==> config.mk <==
export PLATFORM = sky130hd
export DESIGN_NAME = vc_status_ctrl_flat
export DESIGN_NICKNAME = d
export VERILOG_FILES = /design/src/rtl/vc_status_ctrl_if.sv /design/src/rtl/vc_status_ctrl.sv /design/src/flat_wrapper.sv
export SDC_FILE = /design/constraint.sdc
export NUM_CORES = 1
export LEC_CHECK = 0
export CAP_MARGIN = 5
export CORE_ASPECT_RATIO = 0.5
export CORE_MARGIN = 5
export CORE_UTILIZATION = 55
export DETAILED_ROUTE_END_ITERATION = 16
export HOLD_SLACK_MARGIN = 0.06
export PLACE_DENSITY = 0.9
export SETUP_SLACK_MARGIN = 0.1
export SYNTH_ARGS = -nofsm -noshare
export SYNTH_HDL_FRONTEND = slang
export SYNTH_SLANG_ARGS = --single-unit
export TNS_END_PERCENT = 1
==> constraint.sdc <==
create_clock -name clk -period 2.91 [get_ports clk]
set_input_delay 0.582 -clock clk [delete_from_list [all_inputs] [get_ports clk]]
set_output_delay 0.582 -clock clk [all_outputs]
set_load 0.005 [all_outputs]
==> src/rtl/vc_status_ctrl_if.sv <==
// vc_status_ctrl_if: handshake and status bundle between a port's sender logic and its VC status controller.
// Latency: none (wires only).
// Backpressure: none here; the controller refuses flits through send_ok and grants VCs through alloc_req/alloc_gnt.
//
// Signals:
//   alloc_req / alloc_gnt / alloc_vc     VC allocation request and one-cycle grant with the granted index
//   flit_valid / flit_vc / flit_tail     flit sent downstream this cycle
//   credit_valid / credit_vc             credit returned by the downstream buffer
//   vc_busy / send_ok / err              per-VC status and protocol-error pulse
// master = sender/downstream side (drives requests, flits, credits); slave = the controller.
interface vc_status_ctrl_if #(
   parameter int NUM_VC   = 4,
   parameter int VC_IDX_W = 2
);
   logic                alloc_req;
   logic                alloc_gnt;
   logic [VC_IDX_W-1:0] alloc_vc;
   logic                flit_valid;
   logic [VC_IDX_W-1:0] flit_vc;
   logic                flit_tail;
   logic                credit_valid;
   logic [VC_IDX_W-1:0] credit_vc;
   logic [NUM_VC-1:0]   vc_busy;
   logic [NUM_VC-1:0]   send_ok;
   logic                err;

   modport master (
      output alloc_req, flit_valid, flit_vc, flit_tail, credit_valid, credit_vc,
      input  alloc_gnt, alloc_vc, vc_busy, send_ok, err
   );

   modport slave (
      input  alloc_req, flit_valid, flit_vc, flit_tail, credit_valid, credit_vc,
      output alloc_gnt, alloc_vc, vc_busy, send_ok, err
   );
endinterface

==> src/rtl/vc_status_ctrl.sv <==
// vc_status_ctrl: per-output-port tracker of downstream VC state (FREE/ACTIVE/DRAIN) and credits, with VC allocation.
// Latency: grant one cycle after the sampling edge; vc_busy/send_ok are decodes of registered state.
// Backpressure: alloc_req waits while no VC is FREE; flits are accepted only when send_ok[flit_vc] is set.
//
// Ports:
//   clk    single clock, rising edge
//   reset  asynchronous active-low reset
//   bus    vc_status_ctrl_if.slave (allocation handshake, flit and credit events, status outputs)
// Optional feature: define VC_ERR_CHECK_EN to get a one-cycle err pulse after a dropped flit or an
// ignored credit; otherwise err is tied to 0 and drop/ignore behaviour is the same.
module vc_status_ctrl #(
   parameter int NUM_VC    = 4,
   parameter int VC_IDX_W  = 2,
   parameter int BUF_DEPTH = 4,
   parameter int CNT_W     = 3
) (
   input  logic            clk,
   input  logic            reset,
   vc_status_ctrl_if.slave bus
);

   typedef enum logic [1:0] {
      VC_FREE   = 2'd0,
      VC_ACTIVE = 2'd1,
      VC_DRAIN  = 2'd2
   } vc_state_t;

   localparam logic [CNT_W-1:0] CRED_MAX = CNT_W'(BUF_DEPTH);

   vc_state_t           state_q [NUM_VC];
   vc_state_t           state_d [NUM_VC];
   logic [CNT_W-1:0]    cred_q  [NUM_VC];
   logic [CNT_W-1:0]    cred_d  [NUM_VC];
   logic                gnt_q;
   logic                gnt_d;
   logic [VC_IDX_W-1:0] gnt_vc_q;
   logic [VC_IDX_W-1:0] gnt_vc_d;
   logic                err_q;
   logic                err_d;

   logic [NUM_VC-1:0]   free_w;
   logic [NUM_VC-1:0]   send_ok_w;
   logic                any_free;
   logic [VC_IDX_W-1:0] grant_idx;
   logic                grant_now;
   logic                flit_acc;
   logic                cred_acc;

   // Status decodes from registered state only: no input reaches vc_busy/send_ok combinationally.
   always_comb begin
      free_w    = '0;
      send_ok_w = '0;
      for (int v = 0; v < NUM_VC; v++) begin
         free_w[v]    = (state_q[v] == VC_FREE);
         send_ok_w[v] = (state_q[v] == VC_ACTIVE) && (cred_q[v] != '0);
      end
   end

   // Event qualification. A credit is judged against the credit held before this edge, so a credit
   // arriving at BUF_DEPTH is ignored even if a flit on the same VC is accepted in the same cycle.
   always_comb begin
      flit_acc = bus.flit_valid & send_ok_w[bus.flit_vc];
      cred_acc = bus.credit_valid & (cred_q[bus.credit_vc] != CRED_MAX);
   end

   // Lowest-index FREE VC. Uses pre-edge state, so a VC freed on this edge is grantable one edge later.
   always_comb begin
      grant_idx = '0;
      any_free  = 1'b0;
      for (int v = NUM_VC - 1; v >= 0; v--) begin
         if (free_w[v]) begin
            grant_idx = VC_IDX_W'(v);
            any_free  = 1'b1;
         end
      end
      // A request seen while the grant pulse is high belongs to the packet just granted.
      grant_now = bus.alloc_req & ~gnt_q & any_free;
   end

   // Next-state logic for the per-VC FSMs and credit counters.
   always_comb begin
      for (int v = 0; v < NUM_VC; v++) begin
         cred_d[v]  = cred_q[v];
         state_d[v] = state_q[v];
         // Flit and credit on the same VC cancel out.
         if (flit_acc && (bus.flit_vc == VC_IDX_W'(v)))
            cred_d[v] = cred_d[v] - 1'b1;
         if (cred_acc && (bus.credit_vc == VC_IDX_W'(v)))
            cred_d[v] = cred_d[v] + 1'b1;
         unique case (state_q[v])
            VC_FREE: begin
               if (grant_now && (grant_idx == VC_IDX_W'(v)))
                  state_d[v] = VC_ACTIVE;
            end
            VC_ACTIVE: begin
               if (flit_acc && bus.flit_tail && (bus.flit_vc == VC_IDX_W'(v)))
                  state_d[v] = VC_DRAIN;
            end
            VC_DRAIN: begin
               // Downstream buffer empty once all credits are home, counting one returning now.
               if (cred_d[v] == CRED_MAX)
                  state_d[v] = VC_FREE;
            end
            default: state_d[v] = VC_FREE;
         endcase
      end
      gnt_d    = grant_now;
      gnt_vc_d = grant_now ? grant_idx : gnt_vc_q;
   end

`ifdef VC_ERR_CHECK_EN
   logic flit_drop;
   logic cred_ign;
   always_comb begin
      flit_drop = bus.flit_valid & ~send_ok_w[bus.flit_vc];
      cred_ign  = bus.credit_valid & (cred_q[bus.credit_vc] == CRED_MAX);
      err_d     = flit_drop | cred_ign;
   end
`else
   always_comb begin
      err_d = 1'b0;
   end
`endif

   // State registers.
   always_ff @(posedge clk or negedge reset) begin
      if (!reset) begin
         for (int v = 0; v < NUM_VC; v++) begin
            state_q[v] <= VC_FREE;
            cred_q[v]  <= CRED_MAX;
         end
         gnt_q    <= 1'b0;
         gnt_vc_q <= '0;
         err_q    <= 1'b0;
      end else begin
         for (int v = 0; v < NUM_VC; v++) begin
            state_q[v] <= state_d[v];
            cred_q[v]  <= cred_d[v];
         end
         gnt_q    <= gnt_d;
         gnt_vc_q <= gnt_vc_d;
         err_q    <= err_d;
      end
   end

   // Outputs.
   always_comb begin
      bus.vc_busy   = ~free_w;
      bus.send_ok   = send_ok_w;
      bus.alloc_gnt = gnt_q;
      bus.alloc_vc  = gnt_vc_q;
      bus.err       = err_q;
   end

endmodule

==> src/flat_wrapper.sv <==
// flat-port wrapper written by rule: the top's interface ports become plain ports
module vc_status_ctrl_flat 
#(
   parameter int NUM_VC    = 4,
   parameter int VC_IDX_W  = 2,
   parameter int BUF_DEPTH = 4,
   parameter int CNT_W     = 3
)
  (clk, reset, bus_alloc_req, bus_flit_valid, bus_flit_vc, bus_flit_tail, bus_credit_valid, bus_credit_vc, bus_alloc_gnt, bus_alloc_vc, bus_vc_busy, bus_send_ok, bus_err);
  vc_status_ctrl_if #(.NUM_VC(NUM_VC), .VC_IDX_W(VC_IDX_W)) bus_i ();
  input  logic clk;
  input  logic reset;
  input wire logic [$bits(bus_i.alloc_req)-1:0] bus_alloc_req;
  input wire logic [$bits(bus_i.flit_valid)-1:0] bus_flit_valid;
  input wire logic [$bits(bus_i.flit_vc)-1:0] bus_flit_vc;
  input wire logic [$bits(bus_i.flit_tail)-1:0] bus_flit_tail;
  input wire logic [$bits(bus_i.credit_valid)-1:0] bus_credit_valid;
  input wire logic [$bits(bus_i.credit_vc)-1:0] bus_credit_vc;
  output wire logic [$bits(bus_i.alloc_gnt)-1:0] bus_alloc_gnt;
  output wire logic [$bits(bus_i.alloc_vc)-1:0] bus_alloc_vc;
  output wire logic [$bits(bus_i.vc_busy)-1:0] bus_vc_busy;
  output wire logic [$bits(bus_i.send_ok)-1:0] bus_send_ok;
  output wire logic [$bits(bus_i.err)-1:0] bus_err;
  assign bus_i.alloc_req = bus_alloc_req;
  assign bus_i.flit_valid = bus_flit_valid;
  assign bus_i.flit_vc = bus_flit_vc;
  assign bus_i.flit_tail = bus_flit_tail;
  assign bus_i.credit_valid = bus_credit_valid;
  assign bus_i.credit_vc = bus_credit_vc;
  assign bus_alloc_gnt = bus_i.alloc_gnt;
  assign bus_alloc_vc = bus_i.alloc_vc;
  assign bus_vc_busy = bus_i.vc_busy;
  assign bus_send_ok = bus_i.send_ok;
  assign bus_err = bus_i.err;
  vc_status_ctrl #(.NUM_VC(NUM_VC), .VC_IDX_W(VC_IDX_W), .BUF_DEPTH(BUF_DEPTH), .CNT_W(CNT_W)) u_core (.clk(clk), .reset(reset), .bus(bus_i));
endmodule
======== After elaboration in Yosys (flattened, before gate mapping) ========
Index checks and enable logic that the tools add are counted.
storage, ports and cells
  input port bits ......................... 10
  word-level logic and storage cells ...... 134
  flip-flop bits (word level) ............. 23
cells by class
  muxes and demuxes ....................... 37
  $lt $le $gt $ge ......................... 2
  eq/ne operators ......................... 34
  add/subtract/negate cells ............... 8
  bitwise logic cells ..................... 7
  reduce and logical (&&, ||, !) cells .... 36
operator list
  cell                                                                           number
  2-bit 2-to-1 mux                                                               16
  3-bit 2-to-1 mux                                                               10
  2-bit one-hot mux with 3 select lines                                          4
  1-bit logical AND                                                              21
  2-bit == test (second input constant)                                          10
  2-bit != test (second input constant)                                          8
  2-bit by 1-bit == test with 1-bit output (second input constant)               7
  2-bit zero test                                                                7
  3-bit by 1-bit adder with 3-bit output (second input constant)                 4
  3-bit == test (second input constant)                                          4
  3-bit AND reduction                                                            4
  3-bit nonzero test                                                             4
  3-bit by 1-bit subtractor with 3-bit output (second input constant)            4
  2-bit by 1-bit != test with 1-bit output (second input constant)               4
  3-bit binary-select mux with 2-bit select                                      1
  1-bit 2-to-1 mux                                                               5
  1-bit AND                                                                      4
  4-bit inverter                                                                 1
  3-bit greater-or-equal comparator (second input constant)                      1
  2-bit by 3-bit less-than comparator with 1-bit output (second input constant)  1
  3-bit != test (second input constant)                                          1
  2-bit inverter with 3-bit output                                               1
  1-bit binary-select mux with 2-bit select                                      1
  1-bit inverter                                                                 1

======== Longest topological paths before layout ========
  depth after elaboration ................. 12
  depth in mapped cells ................... 13
  depth with buffers taken out ............ 12

======== Least setup slack after synthesis ========
OpenSTA, ideal clock, no wires.
  path kind ............................... input to register
  start ................................... in bus_flit_vc[0]
  end ..................................... reg u_core.state_q[7] in the netlist's numbering
  buffers on the path ..................... 1
  required time ........................... 2.778 ns
  slack ................................... 0.218 ns
  cell stages on the path ................. 10
  data arrival time ....................... 2.560 ns
  path through ............................ nor3b_1 and4b_1 clkbuf_1 nor2_1 a21oi_1 ha_1 or3_1 a2111o_1 o211ai_1 a31oi_1
between the ends
  word-level cells in the longest chain between the ends .. 10
  elaborated cells between the ends (all ways) .. 14
ends and longest elaborated chain
  element                                                    line                   RTL
  from (decl)                                                flat_wrapper.sv:15     input wire logic [$bits(bus_i.flit_vc)-1:0] bus_flit_vc;
  1-bit binary-select mux with 2-bit select                  vc_status_ctrl.sv:62   flit_acc = bus.flit_valid & send_ok_w[bus.flit_vc];
  1-bit 2-to-1 mux (not written as such)                     vc_status_ctrl.sv:62
  1-bit AND                                                  vc_status_ctrl.sv:62
  1-bit logical AND                                          vc_status_ctrl.sv:86   if (flit_acc && (bus.flit_vc == VC_IDX_W'(v)))
  3-bit 2-to-1 mux                                           vc_status_ctrl.sv:86
  3-bit by 1-bit adder with 3-bit output                     vc_status_ctrl.sv:89   cred_d[v] = cred_d[v] + 1'b1;
  3-bit 2-to-1 mux                                           vc_status_ctrl.sv:88   if (cred_acc && (bus.credit_vc == VC_IDX_W'(v)))
  3-bit == test                                              vc_status_ctrl.sv:101  if (cred_d[v] == CRED_MAX)
  2-bit by 1-bit != test with 1-bit output (no source line)  -
  3-bit AND reduction (no source line) *                     -
  to (signal, indexed assignment)                            vc_status_ctrl.sv:137  state_q[v] <= state_d[v];
  to (decl)                                                  vc_status_ctrl.sv:30   vc_state_t state_q [NUM_VC];
Mark *: on every way between the ends. The rest lies on a longest branch, timed or not. The select of a mux whose other input is x is not followed.
A chain may end at the register's enable or synchronous reset.

======== Worst setup path after layout ========
  start ................................... in bus_flit_valid
  end ..................................... reg u_core.state_q[7] in the netlist's numbering
between the ends
  word-level cells in the longest chain between the ends .. 8
  elaborated cells between the ends (all ways) .. 11
ends and longest elaborated chain
  element                                                    line                   RTL
  from (decl)                                                flat_wrapper.sv:14     input wire logic [$bits(bus_i.flit_valid)-1:0] bus_flit_valid;
  1-bit AND *                                                vc_status_ctrl.sv:62
  1-bit logical AND                                          vc_status_ctrl.sv:86
  3-bit 2-to-1 mux                                           vc_status_ctrl.sv:86
  3-bit by 1-bit adder with 3-bit output                     vc_status_ctrl.sv:89
  3-bit 2-to-1 mux                                           vc_status_ctrl.sv:88
  3-bit == test                                              vc_status_ctrl.sv:101
  2-bit by 1-bit != test with 1-bit output (no source line)  -
  3-bit AND reduction (no source line) *                     -
Mark *: on every way between the ends. The rest lies on a longest branch, timed or not.

==> metrics.md <==
| Metric | Value |
|---|---|
| Startpoint types | primary input |
| Worst Clk Skew | 0.009472 ns |
| Die height | 49.00 µm |
| Mapped cell area | 0.001673 mm² |
| Fin crit share | 99.28% |
| Final min period | 2.889 ns |
| Final WS setup | 0.02097 ns |
| Crit Reg-Reg Startpoint | u_core.cred_q[9]$_DFF_PN0_ |
| Number of fill cells in the layout | 177 |
| Number of flops mapped to enable cells by yosys | 0 |
| Leakage | 0.9400 nW |
| H-tree Lvls | 1 |
| Post-route cell area | 0.002167 mm² |
| Hold buffer count at cts | 0 |
| Main synth FF type | dfrtp_1 |
| Core Region | 0.002960 mm² |
| Initial antenna violation count | 0 |
| Placement Cell Area | 0.002003 mm² |
| Synthesized area per cell | 8.898 µm² |
| Yosys cell types | 48 |
| Setup_tns | 0 ns |
| Peak Freq | 346.1 MHz |
| HPWL after detailed placement | 3.206 mm |
| Cells after Synth | 188 |
| Maximum VDD drop | 0.4303 mV |
| Syn. warnings | 0 |
| Hold Violations, Final | 0 |
| Pwr Total | 0.002295 W |
| Reg2Reg Setup Slack | 0.07 ns |
| Post-synth ARST share | 100.0% |
| Initial Util | 56.51% |
| DP Worst Slack | -0.5169 ns |
| # nets final | 250 |
| Row cnt | 14 |
| Overflow after GRT | 0 |
| Unrepaired setup endpoints after global routing | true |
| IO Pins | 22 |
| Final setup fails | 0 |
| R2r worst-path depth | 11 |
| Worst r2r dst | u_core.state_q[7]$_DFFE_PN0P_ |
| Share of cells above drive strength 1 | 23.35% |
| Antenna violation net count after detailed routing | 0 |
| Sink Count | 23 |
| Wire length per cell | 18.94 µm |
| WP data required | 3.05 ns |
| Gp weighted congestion | 0.8007 |
| Slew headroom | 64.26% |
| Die area | 0.004311 mm² |
| Clk slew on worst S/H paths | 0.10 ns |
| Clock root cell | clkbuf_8 |
| Max-slew violation count | 0 |
| Syn Nets | 210 |
| Drt pass-1 iters | 6 |
| TritonCTS buffer count | 3 |
| Iter 0 DRT Violations | 239 |
| Setup crit end | u_core.state_q[7]$_DFFE_PN0P_ |
| Port bufs | 20 |
| Clock Path Buffers | 2 |
| Crit path DAT | 3.03 ns |
| CP Class | in2reg |
| First-pass GRT wire length | 8.017 mm |
| Vias in the first global route | 1,707 |
| All-Layer GR Usage | 23.94% |
| Max cap viols | 0 |
| Outcome | finished, final reports clean |
| Power Density | 1059 mW/mm² |
| Chip width | 88.00 µm |
| Synth Register Bits | 23 |
| Largest net degree at the start of global routing | 24 |
| Post-synthesis sequential area ratio | 34.70% |
| CP Launch Point | bus_flit_valid |
| Hold Path Class | reg2reg |
| Crit Path Max Fanout | 5 |
| WHS | 0.4812 ns |
| Worst-margin pin slew | 0.5294 ns |
| N_diodes | 0 |
| DRC | 0 |
| CTS tree | done |
| Area delta synth->final | 29.54% |
| Capturing element type of the critical path | register |
| DR vias | 1,694 |
| Routed Wire Length | 5.057 mm |
| Skew-Pair Late Insertion Delay | 0.28 ns |
| Via-per-instance ratio | 6.345 |
-- layout by cell type (no fill, tap or decap), types with 3 or more instances in the layout --
cell type / instances
nand2_1: 19
dfrtp_1: 19
clkdlybuf4s50_1: 18
buf_4: 17
nor2_1: 16
inv_1: 15
ha_1: 11
a21oi_1: 9
xnor2_1: 7
xor2_1: 7
nand2b_1: 5
nor2b_1: 4
nand3_1: 4
dfstp_2: 4
or2_2: 3
mux2_2: 3
nor4_1: 3
or3_1: 3
a31oi_1: 3
clkbuf_8: 3
buf_6: 3
-- worst max-delay path: stages --
cell and delay, ns:
clkdlybuf4s50_1 0.47, nor3b_2 0.18, and4b_2 0.34, buf_6 0.13, xnor2_2 0.14, ha_4 0.25
or3_1 0.31, a2111o_1 0.36, o211ai_1 0.11, a31oi_1 0.14
-- metrics by stage --
stage,std cells,util [%]
after floorplan,188,-
after global placement,257,67.67
after detailed placement,257,67.67
after CTS,266,71.94
after global routing,267,73.20
final,267,73.20
-- how the worst min path moves through the flow --
stage                                  start                        endpoint  slack, ns  cells after the start
2_1_floorplan                          reset  u_core.bus.alloc_gnt$_DFF_PN0_       0.29                      0
3_3_place_gp   u_core.state_q[3]$_DFFE_PN0P_   u_core.state_q[2]$_DFFE_PN0P_       0.45                      1
3_5_place_dp   u_core.state_q[3]$_DFFE_PN0P_   u_core.state_q[2]$_DFFE_PN0P_       0.46                      1
4_1_cts        u_core.state_q[3]$_DFFE_PN0P_   u_core.state_q[2]$_DFFE_PN0P_       0.48                      1
5_1_grt        u_core.state_q[3]$_DFFE_PN0P_   u_core.state_q[2]$_DFFE_PN0P_       0.52                      1
6_report       u_core.state_q[3]$_DFFE_PN0P_   u_core.state_q[2]$_DFFE_PN0P_       0.48                      1
-- logic make-up (layout without fill, tap and decap cells) --
kind of cell             Yosys count  after routing  share of synthesized area (%)
AND/OR/NAND/NOR                   75             75                          24.23
AO/OA/AOI/OAI                     34             34                          13.84
multiplexers                       6              6                          4.562
XOR/XNOR                          16             16                          8.377
adder cells (fa/ha/maj)           12             12                          8.975
buffers and inverters             21             60                          5.087
other                              1              1                         0.2242
flip-flops                        23             23                          34.70
-- registers in the layout, summed over array words and instances, names as in the netlist --
name	cells
u_core.cred_q	12
u_core.bus.alloc_vc	2
u_core.state_q	8
u_core.bus.alloc_gnt	1
-- cell type report --
type | instances | area (µm²) | area share [%]
well taps | 40 | 50.05 | 2.309
multi-input cells | 144 | 1071 | 49.42
flip-flops and latches | 23 | 580.6 | 26.79
repair buffers | 40 | 359.1 | 16.57
clock buffers | 3 | 41.29 | 1.905
clock inverters | 1 | 5.005 | 0.2309
inverters | 16 | 60.06 | 2.771
-- power by group --
| group | leakage (nW) | internal [W] | switching [W] |
|---|---|---|---|
| clock network | 0.0255 | 0.0000962 | 0.000123 |
| logic | 0.645 | 0.000719 | 0.000727 |
| registers | 0.269 | 0.000482 | 0.000147 |
-- routing by layer --
layer	track usage (%)	wire length (µm)	vias up
li1	-	-	741
met1	26.76	1897	784
met2	41.75	2418	127
met3	7.083	453	42
met4	10.97	288	0
met5	0	0	-
-- cells in the mapped netlist (4+ instances only) --
master | instances | area share, %
dfrtp_1 | 19 | 28
nor2_1 | 18 | 4.0
nor2b_1 | 4 | 1.5
nand2_1 | 20 | 4.5
xnor2_1 | 9 | 4.7
nand3_1 | 4 | 1.2
ha_1 | 12 | 9.0
dfstp_2 | 4 | 6.3
inv_1 | 16 | 3.6
nand2b_1 | 5 | 1.9
xor2_1 | 7 | 3.7
a21oi_1 | 11 | 3.3
-- timing repair --
| item | 4_1_cts | 5_1_grt |
|---|---|---|
| pin swaps | 9 | 5 |
| setup buffers | 5 | 1 |
| gates resized for setup | 12 | 8 |
| setup endpoints to repair | 3 | 5 |
Power figures use the tool's default switching activity.
